File: config.mk
export PLATFORM = sky130hd
export DESIGN_NAME = goldschmidt_div_seq
export DESIGN_NICKNAME = d
export VERILOG_FILES = /design/src/rtl/goldschmidt_pkg.sv /design/src/rtl/goldschmidt_round.sv /design/src/rtl/goldschmidt_div_seq.sv
export SDC_FILE = /design/constraint.sdc
export NUM_CORES = 1
export LEC_CHECK = 0
export ABC_AREA = 1
export CORE_MARGIN = 3
export CORE_UTILIZATION = 40
export CTS_CLUSTER_DIAMETER = 200
export DETAILED_ROUTE_END_ITERATION = 12
export GPL_TIMING_DRIVEN = 0
export PLACE_DENSITY_LB_ADDON = 0.3
export SLEW_MARGIN = 15
export SYNTH_ARGS = -nofsm -noshare
export SYNTH_HDL_FRONTEND = slang
export SYNTH_SLANG_ARGS = --single-unit
File: constraint.sdc
create_clock -name clk -period 2.5 [get_ports clk]
set_input_delay 0.25 -clock clk [delete_from_list [all_inputs] [get_ports clk]]
set_output_delay 0.25 -clock clk [all_outputs]
set_load 0.02 [all_outputs]
File: src/rtl/goldschmidt_pkg.sv
// Shared types and schedule constants for the Goldschmidt divide sequencer.
// ctrl_for() maps an iteration count onto the datapath control triple.
package goldschmidt_pkg;

  typedef enum logic [1:0] {IDLE, ITER, FLAG, HOLD} state_t;
  typedef enum logic {RND_RZ, RND_RU} rnd_t;

  localparam int ITER_CYCLES = 12;
  localparam int REM_CYCLE   = ITER_CYCLES - 1;
  localparam int MODE_FIRST  = 2;
  localparam int MODE_LAST   = 10;
  localparam int CNT_W       = 4;

  typedef struct packed {
    logic mode;
    logic stage;
    logic rem;
  } dp_ctrl_t;

  function automatic dp_ctrl_t ctrl_for(input logic [CNT_W-1:0] cnt);
    dp_ctrl_t c;
    c.stage = cnt[0];
    c.mode  = (int'(cnt) >= MODE_FIRST) && (int'(cnt) <= MODE_LAST);
    c.rem   = (int'(cnt) == REM_CYCLE);
    return c;
  endfunction

endpackage

File: src/rtl/goldschmidt_round.sv
// Combinational rounding of the truncated quotient using the remainder flags.
// Decrement clamps at zero and increment saturates at all ones.
module goldschmidt_round
  import goldschmidt_pkg::*;
#(
  parameter int QW = 27
) (
  input  logic [QW-1:0] t,
  input  logic          rem_sign,
  input  logic          rem_zero,
  input  rnd_t          rnd,
  output logic [QW-1:0] q,
  output logic          inexact
);

  always_comb begin
    q = t;
    if (rnd == RND_RZ) begin
      // Truncated quotient overshot the true value: step back one ulp.
      if (rem_sign && (t != '0)) q = t - QW'(1);
    end else begin
      if (!(rem_sign || rem_zero) && (t != '1)) q = t + QW'(1);
    end
  end

  assign inexact = ~rem_zero;

endmodule

File: src/rtl/goldschmidt_div_seq.sv
// Client-facing sequencer for the iterative Goldschmidt divider: drives the
// 12-cycle datapath schedule, then rounds and holds the result on a valid/ready port.
module goldschmidt_div_seq
  import goldschmidt_pkg::*;
#(
  parameter int WIDTH = 30,
  parameter int GUARD = 3
) (
  input  logic                   clk,
  input  logic                   reset,
  input  logic                   in_valid,
  output logic                   in_ready,
  input  logic [WIDTH-1:0]       in_num,
  input  logic [WIDTH-1:0]       in_den,
  input  logic                   in_rnd,
  output logic                   dp_mode,
  output logic                   dp_stage,
  output logic                   dp_rem,
  output logic [WIDTH-1:0]       dp_numerator,
  output logic [WIDTH-1:0]       dp_denominator,
  input  logic [WIDTH-1:0]       dp_quotient,
  input  logic                   dp_rem_sign,
  input  logic                   dp_rem_zero,
  output logic                   out_valid,
  input  logic                   out_ready,
  output logic [WIDTH-GUARD-1:0] out_quotient,
  output logic                   out_inexact,
  output logic                   out_dz
);

  localparam int QW = WIDTH - GUARD;

  state_t           r_state;
  logic [CNT_W-1:0] r_count;
  dp_ctrl_t         r_ctrl;
  logic [WIDTH-1:0] r_num;
  logic [WIDTH-1:0] r_den;
  rnd_t             r_rnd;
  logic [QW-1:0]    r_q;
  logic             r_inexact;
  logic             r_dz;

  logic [QW-1:0]    w_q;
  logic             w_inexact;
  logic             w_accept;
  logic             w_unused_guard;

  // Guard bits only exist to make the datapath's remainder flags meaningful.
  assign w_unused_guard = ^dp_quotient[GUARD-1:0];

  assign in_ready = (r_state == IDLE) || ((r_state == HOLD) && out_ready);
  assign w_accept = in_valid && in_ready;

  goldschmidt_round #(.QW(QW)) u_round (
    .t        (dp_quotient[WIDTH-1:GUARD]),
    .rem_sign (dp_rem_sign),
    .rem_zero (dp_rem_zero),
    .rnd      (r_rnd),
    .q        (w_q),
    .inexact  (w_inexact)
  );

  always_ff @(posedge clk) begin
    if (reset) begin
      r_state   <= IDLE;
      r_count   <= '0;
      r_ctrl    <= '0;
      r_num     <= '0;
      r_den     <= '0;
      r_rnd     <= RND_RZ;
      r_q       <= '0;
      r_inexact <= 1'b0;
      r_dz      <= 1'b0;
    end else begin
      r_ctrl <= '0;
      case (r_state)
        IDLE, HOLD: begin
          if (w_accept) begin
            r_num   <= in_num;
            r_den   <= in_den;
            r_rnd   <= rnd_t'(in_rnd);
            r_count <= '0;
            if (in_den == '0) begin
              r_state   <= HOLD;
              r_q       <= '1;
              r_inexact <= 1'b0;
              r_dz      <= 1'b1;
            end else begin
              r_state <= ITER;
              r_dz    <= 1'b0;
              r_ctrl  <= ctrl_for('0);
            end
          end else if ((r_state == HOLD) && out_ready) begin
            r_state <= IDLE;
          end
        end
        ITER: begin
          if (r_count == CNT_W'(REM_CYCLE)) begin
            r_state <= FLAG;
          end else begin
            r_count <= r_count + CNT_W'(1);
            r_ctrl  <= ctrl_for(r_count + CNT_W'(1));
          end
        end
        FLAG: begin
          r_q       <= w_q;
          r_inexact <= w_inexact;
          r_dz      <= 1'b0;
          r_state   <= HOLD;
        end
        default: r_state <= IDLE;
      endcase
    end
  end

  assign dp_mode        = r_ctrl.mode;
  assign dp_stage       = r_ctrl.stage;
  assign dp_rem         = r_ctrl.rem;
  assign dp_numerator   = r_num;
  assign dp_denominator = r_den;
  assign out_valid      = (r_state == HOLD);
  assign out_quotient   = r_q;
  assign out_inexact    = r_inexact;
  assign out_dz         = r_dz;

endmodule

==> metrics.csv <==
stage;metric;value;unit
layout;post-route-util;58.4;%
yosys;ys_seq_area_share;33.8;%
placement;hpwl;16300;um
route;route.met3.wl;1790;um
placement;gp_congestion;0.969;
yosys;synth_fa_ha_area_share;2.13;%
layout;area_delta_synth_final;40.3;%
worst_setup_path;worstPathRequired;2.74;ns
timing;setup_viol;0;
yosys;syn_area;5870;um2
yosys;synth_top_family_by_area;simple AND/OR/NAND/NOR gates;
worst_setup_path;cp_max_fo;6;
worst_setup_path;crit_path_cell_trace;clkdlybuf4s50_1, inv_1, ha_1, nand2_1, nor2_1, nand3_2, nor2_2, nor2_2, nand3_1, nand2_1, nand2_1, nand2_1, nand2_1, nor2_1, nor2_1;
pwr;p_sw_share;43.1;%
die;core_area;14100;um2
yosys;synthTopCellsByArea;dfxtp_1, nor2_1, nand2_1;
die;fp-row-count;43;
yosys;synth_top_area_share;33.8;%
timing;relSlewSlack;53.7;%
timing;finalMaxSlewViolations;0;
grt;grt_pass1_wl;32700;um
yosys;synth_flop_cell;dfxtp_1;
worst_setup_path;crit_end;out_quotient[10]$_SDFFE_PP0P_;
timing;fin_skew;0.00908;ns
pwr;p_per_area;1030;nW/um2
pwr;power_frac_clock;16.9;%
placement;place_area;7890;um2
pwr;seq_power_share;30.3;%
min_path;hold_class;in2reg;
timing;whs;0.439;ns
route;wl_met2;9400;um
clock_tree;path_clk_slew;0.07;ns
clock_tree;cts_buffers;9;
outcome;status;completed;
clock_tree;cts_tree;built;
worst_setup_path;critPathLaunchType;input pin;
clock_tree;post_cts_buffers;0;
die;start_util;41.6;%
grt;grt_max_degree;19;
yosys;synth_largest_area_cell;dfxtp_1;
pwr;pwr-share-comb;52.7;%
worst_setup_path;reg2reg_depth;10;
pwr;vdd_drop_max;0.673;mV
worst_setup_path;cp_common_cell;nand2_1;
timing;worst_slack;0.218;ns
route;drt-initial-drc-count;462;
clock_tree;cts_sinks;99;
yosys;synth-xor-area-share;1.94;%
worst_setup_path;path_class;in2reg;
yosys;yosys.area_share.simple;41.2;%
die;pin_count;191;
yosys;async_flop_share;0;%
timing;period_share;91.3;%
pwr;p_leak;3.47;nW
timing;min_period;2.28;ns
worst_setup_path;cpPeakStageDelay;0.66;ns
worst_setup_path;arrival;2.52;ns
yosys;yosys_warnings;0;
placement;place_inst;1318;
route;totalWireLength;20400;um
yosys;synth_mux_area_share;0;%
route;drc;0;
route;vias;6709;
die;die_x;127;um
clock_tree;postCtsHoldBufs;0;
die;dieHeight;127;um
worst_setup_path;r2r-end;dp_denominator[2]$_SDFFE_PP0P_;
grt;antenna_found_initial;1;
timing;rsz0062_at_grt;false;
layout;multi_input_area;3450;um2
worst_setup_path;reg2reg_from;r_state[0]$_SDFFE_PP0P_;
pwr;internal_power;4.84;mW
worst_setup_path;worst_path_max_delay_cell;clkdlybuf4s50_1;
route;m1WireLength;8700;um
yosys;synth.most_common_cell;nor2_1;
timing;fmax;438;MHz
grt;grt_overflow_total;0;
layout;instances_no_fill;1334;
layout;final-seq-area;1980;um2
yosys;synth_nets;1065;
yosys;synth_cells;958;
timing;tns;0;ns
run;max_cap_viol_count;0;
yosys;yosys_register_bits;99;
clock_tree;cts-htree-levels;3;
pwr;p_sw;3.67;mW
clock_tree;clock_path_buffers;2;
pwr;total_power;8.50;mW
yosys;synth_common_cells;nor2_1, nand2_1, dfxtp_1, o21ai_0, inv_1;
route;antenna_left;0;
worst_setup_path;critPathLaunch;dp_quotient[4];
timing;final_hold_viol_count;0;
route;highest_layer;met5;
route;routedWlPerCell;15.3;um
layout;drive_above_1_share;6.33;%
placement;dp_slack;-0.358;ns
worst_setup_path;crit_path_end_kind;flop;
worst_setup_path;rrSetupSlack;0.29;ns
layout;diodes;0;
route;avgViaCountPerCell;5.03;
route;firstDrtPassIters;7;
die;die_area;16200;um2
clock_tree;cts-root-buf;clkbuf_16;
grt;track_usage;25.3;%
yosys;synth_compound_area_share;13.1;%
yosys;avgSynthCellArea;6.12;um2
placement;port-buffer-count;180;
layout;fin_nets;1256;
layout;fin_area;8230;um2
grt;grt_pass1_vias;6506;
clock_tree;worstSkewPairLatency;0.35;ns
layout;n_fill_cell;1441;
yosys;yosysUniqueCellTypes;35;
timing;worst_pin_slew;0.692;ns
yosys;synth_edf_count;0;
## critical path, delay by kind of cell
family,cells,cell delay [ns]
AND/OR/NAND/NOR,12,1.25
adder cells (fa/ha/maj),1,0.21
buffers and inverters,2,0.80
## area by class of cell
| cell class | count | area share [%] |
|---|---|---|
| inverters | 65 | 2.96 |
| clock buffers | 10 | 2.78 |
| clock inverters | 6 | 0.958 |
| repair buffers | 180 | 21.9 |
| multi-input cells | 748 | 41.9 |
| well taps | 180 | 2.74 |
| plain buffers | 46 | 2.66 |
| flip-flops and latches | 99 | 24.1 |
## placed cells by master (no fill, tap or decap), types with 2 or more instances in the layout
| cell | n |
|---|---|
| a211oi_1 | 3 |
| a21oi_1 | 24 |
| a21oi_2 | 3 |
| and3_1 | 2 |
| buf_1 | 2 |
| buf_2 | 13 |
| buf_6 | 3 |
| clkbuf_1 | 27 |
| clkbuf_16 | 9 |
| clkdlybuf4s50_1 | 179 |
| dfxtp_1 | 99 |
| ha_1 | 9 |
| inv_1 | 60 |
| inv_2 | 5 |
| inv_6 | 2 |
| inv_8 | 2 |
| nand2_1 | 236 |
| nand2_2 | 7 |
| nand3_1 | 59 |
| nand3b_1 | 2 |
| nand4_1 | 15 |
| nor2_1 | 242 |
| nor2_2 | 8 |
| nor2_4 | 4 |
| nor3_1 | 3 |
| nor4_1 | 4 |
| o21ai_0 | 88 |
| o21ai_1 | 6 |
| o21ai_2 | 8 |
| o31ai_1 | 4 |
| xor2_1 | 12 |
## state kept, by name, summed over array words and instances (netlist names)
| name | cells |
|---|---|
| dp_numerator | 30 |
| out_quotient | 27 |
| r_count | 4 |
| dp_stage | 1 |
| dp_mode | 1 |
| r_rnd | 1 |
| dp_rem | 1 |
| out_dz | 1 |
| r_state | 2 |
| out_inexact | 1 |
| dp_denominator | 30 |
## power by group through the flow
stage / combinational, mW / clock (mW) / sequential, mW
floorplan: 1.77 / 0 / 3.28
finish: 4.48 / 1.44 / 2.58
global placement: 4.44 / 0 / 2.59
detailed placement: 4.46 / 0 / 2.60
global route: 4.94 / 1.54 / 2.65
CTS: 4.50 / 1.49 / 2.58
## routing by layer
| layer | GRT usage [%] | up-vias |
|---|---|---|
| met2 | 41.6 | 231 |
| met1 | 31.1 | 3008 |
| li1 | - | 3434 |
| met3 | 8.61 | 34 |
| met4 | 8.33 | 2 |
| met5 | 0 | - |
## how the worst min path moves through the flow
| stage | from | to | slack, ns | cells after the start |
|---|---|---|---|---|
| floorplan | in_den[0] | dp_denominator[0]$_SDFFE_PP0P_ | 0.38 | 2 |
| global placement | out_quotient[21]$_SDFFE_PP0P_ | out_quotient[21]$_SDFFE_PP0P_ | 0.45 | 2 |
| detailed placement | out_quotient[20]$_SDFFE_PP0P_ | out_quotient[20]$_SDFFE_PP0P_ | 0.46 | 2 |
| CTS | dp_quotient[5] | out_quotient[2]$_SDFFE_PP0P_ | 0.42 | 6 |
| global route | in_num[4] | dp_numerator[4]$_SDFFE_PP0P_ | 0.48 | 3 |
| finish | dp_quotient[5] | out_quotient[2]$_SDFFE_PP0P_ | 0.44 | 6 |
## kinds of logic after synthesis
kind of cell    count (synthesis)
fa+ha+maj                      10
compound gates                139
buf+inv                       111
flops                          99
simple gates                  586
xor+xnor                       13
## what timing repair did
item | CTS | global route
setup endpoints to repair | 0 | 26
gates resized for setup | 0 | 8
endpoints found under the hold margin | 0 | 0
(Power assumes the default switching activity.)
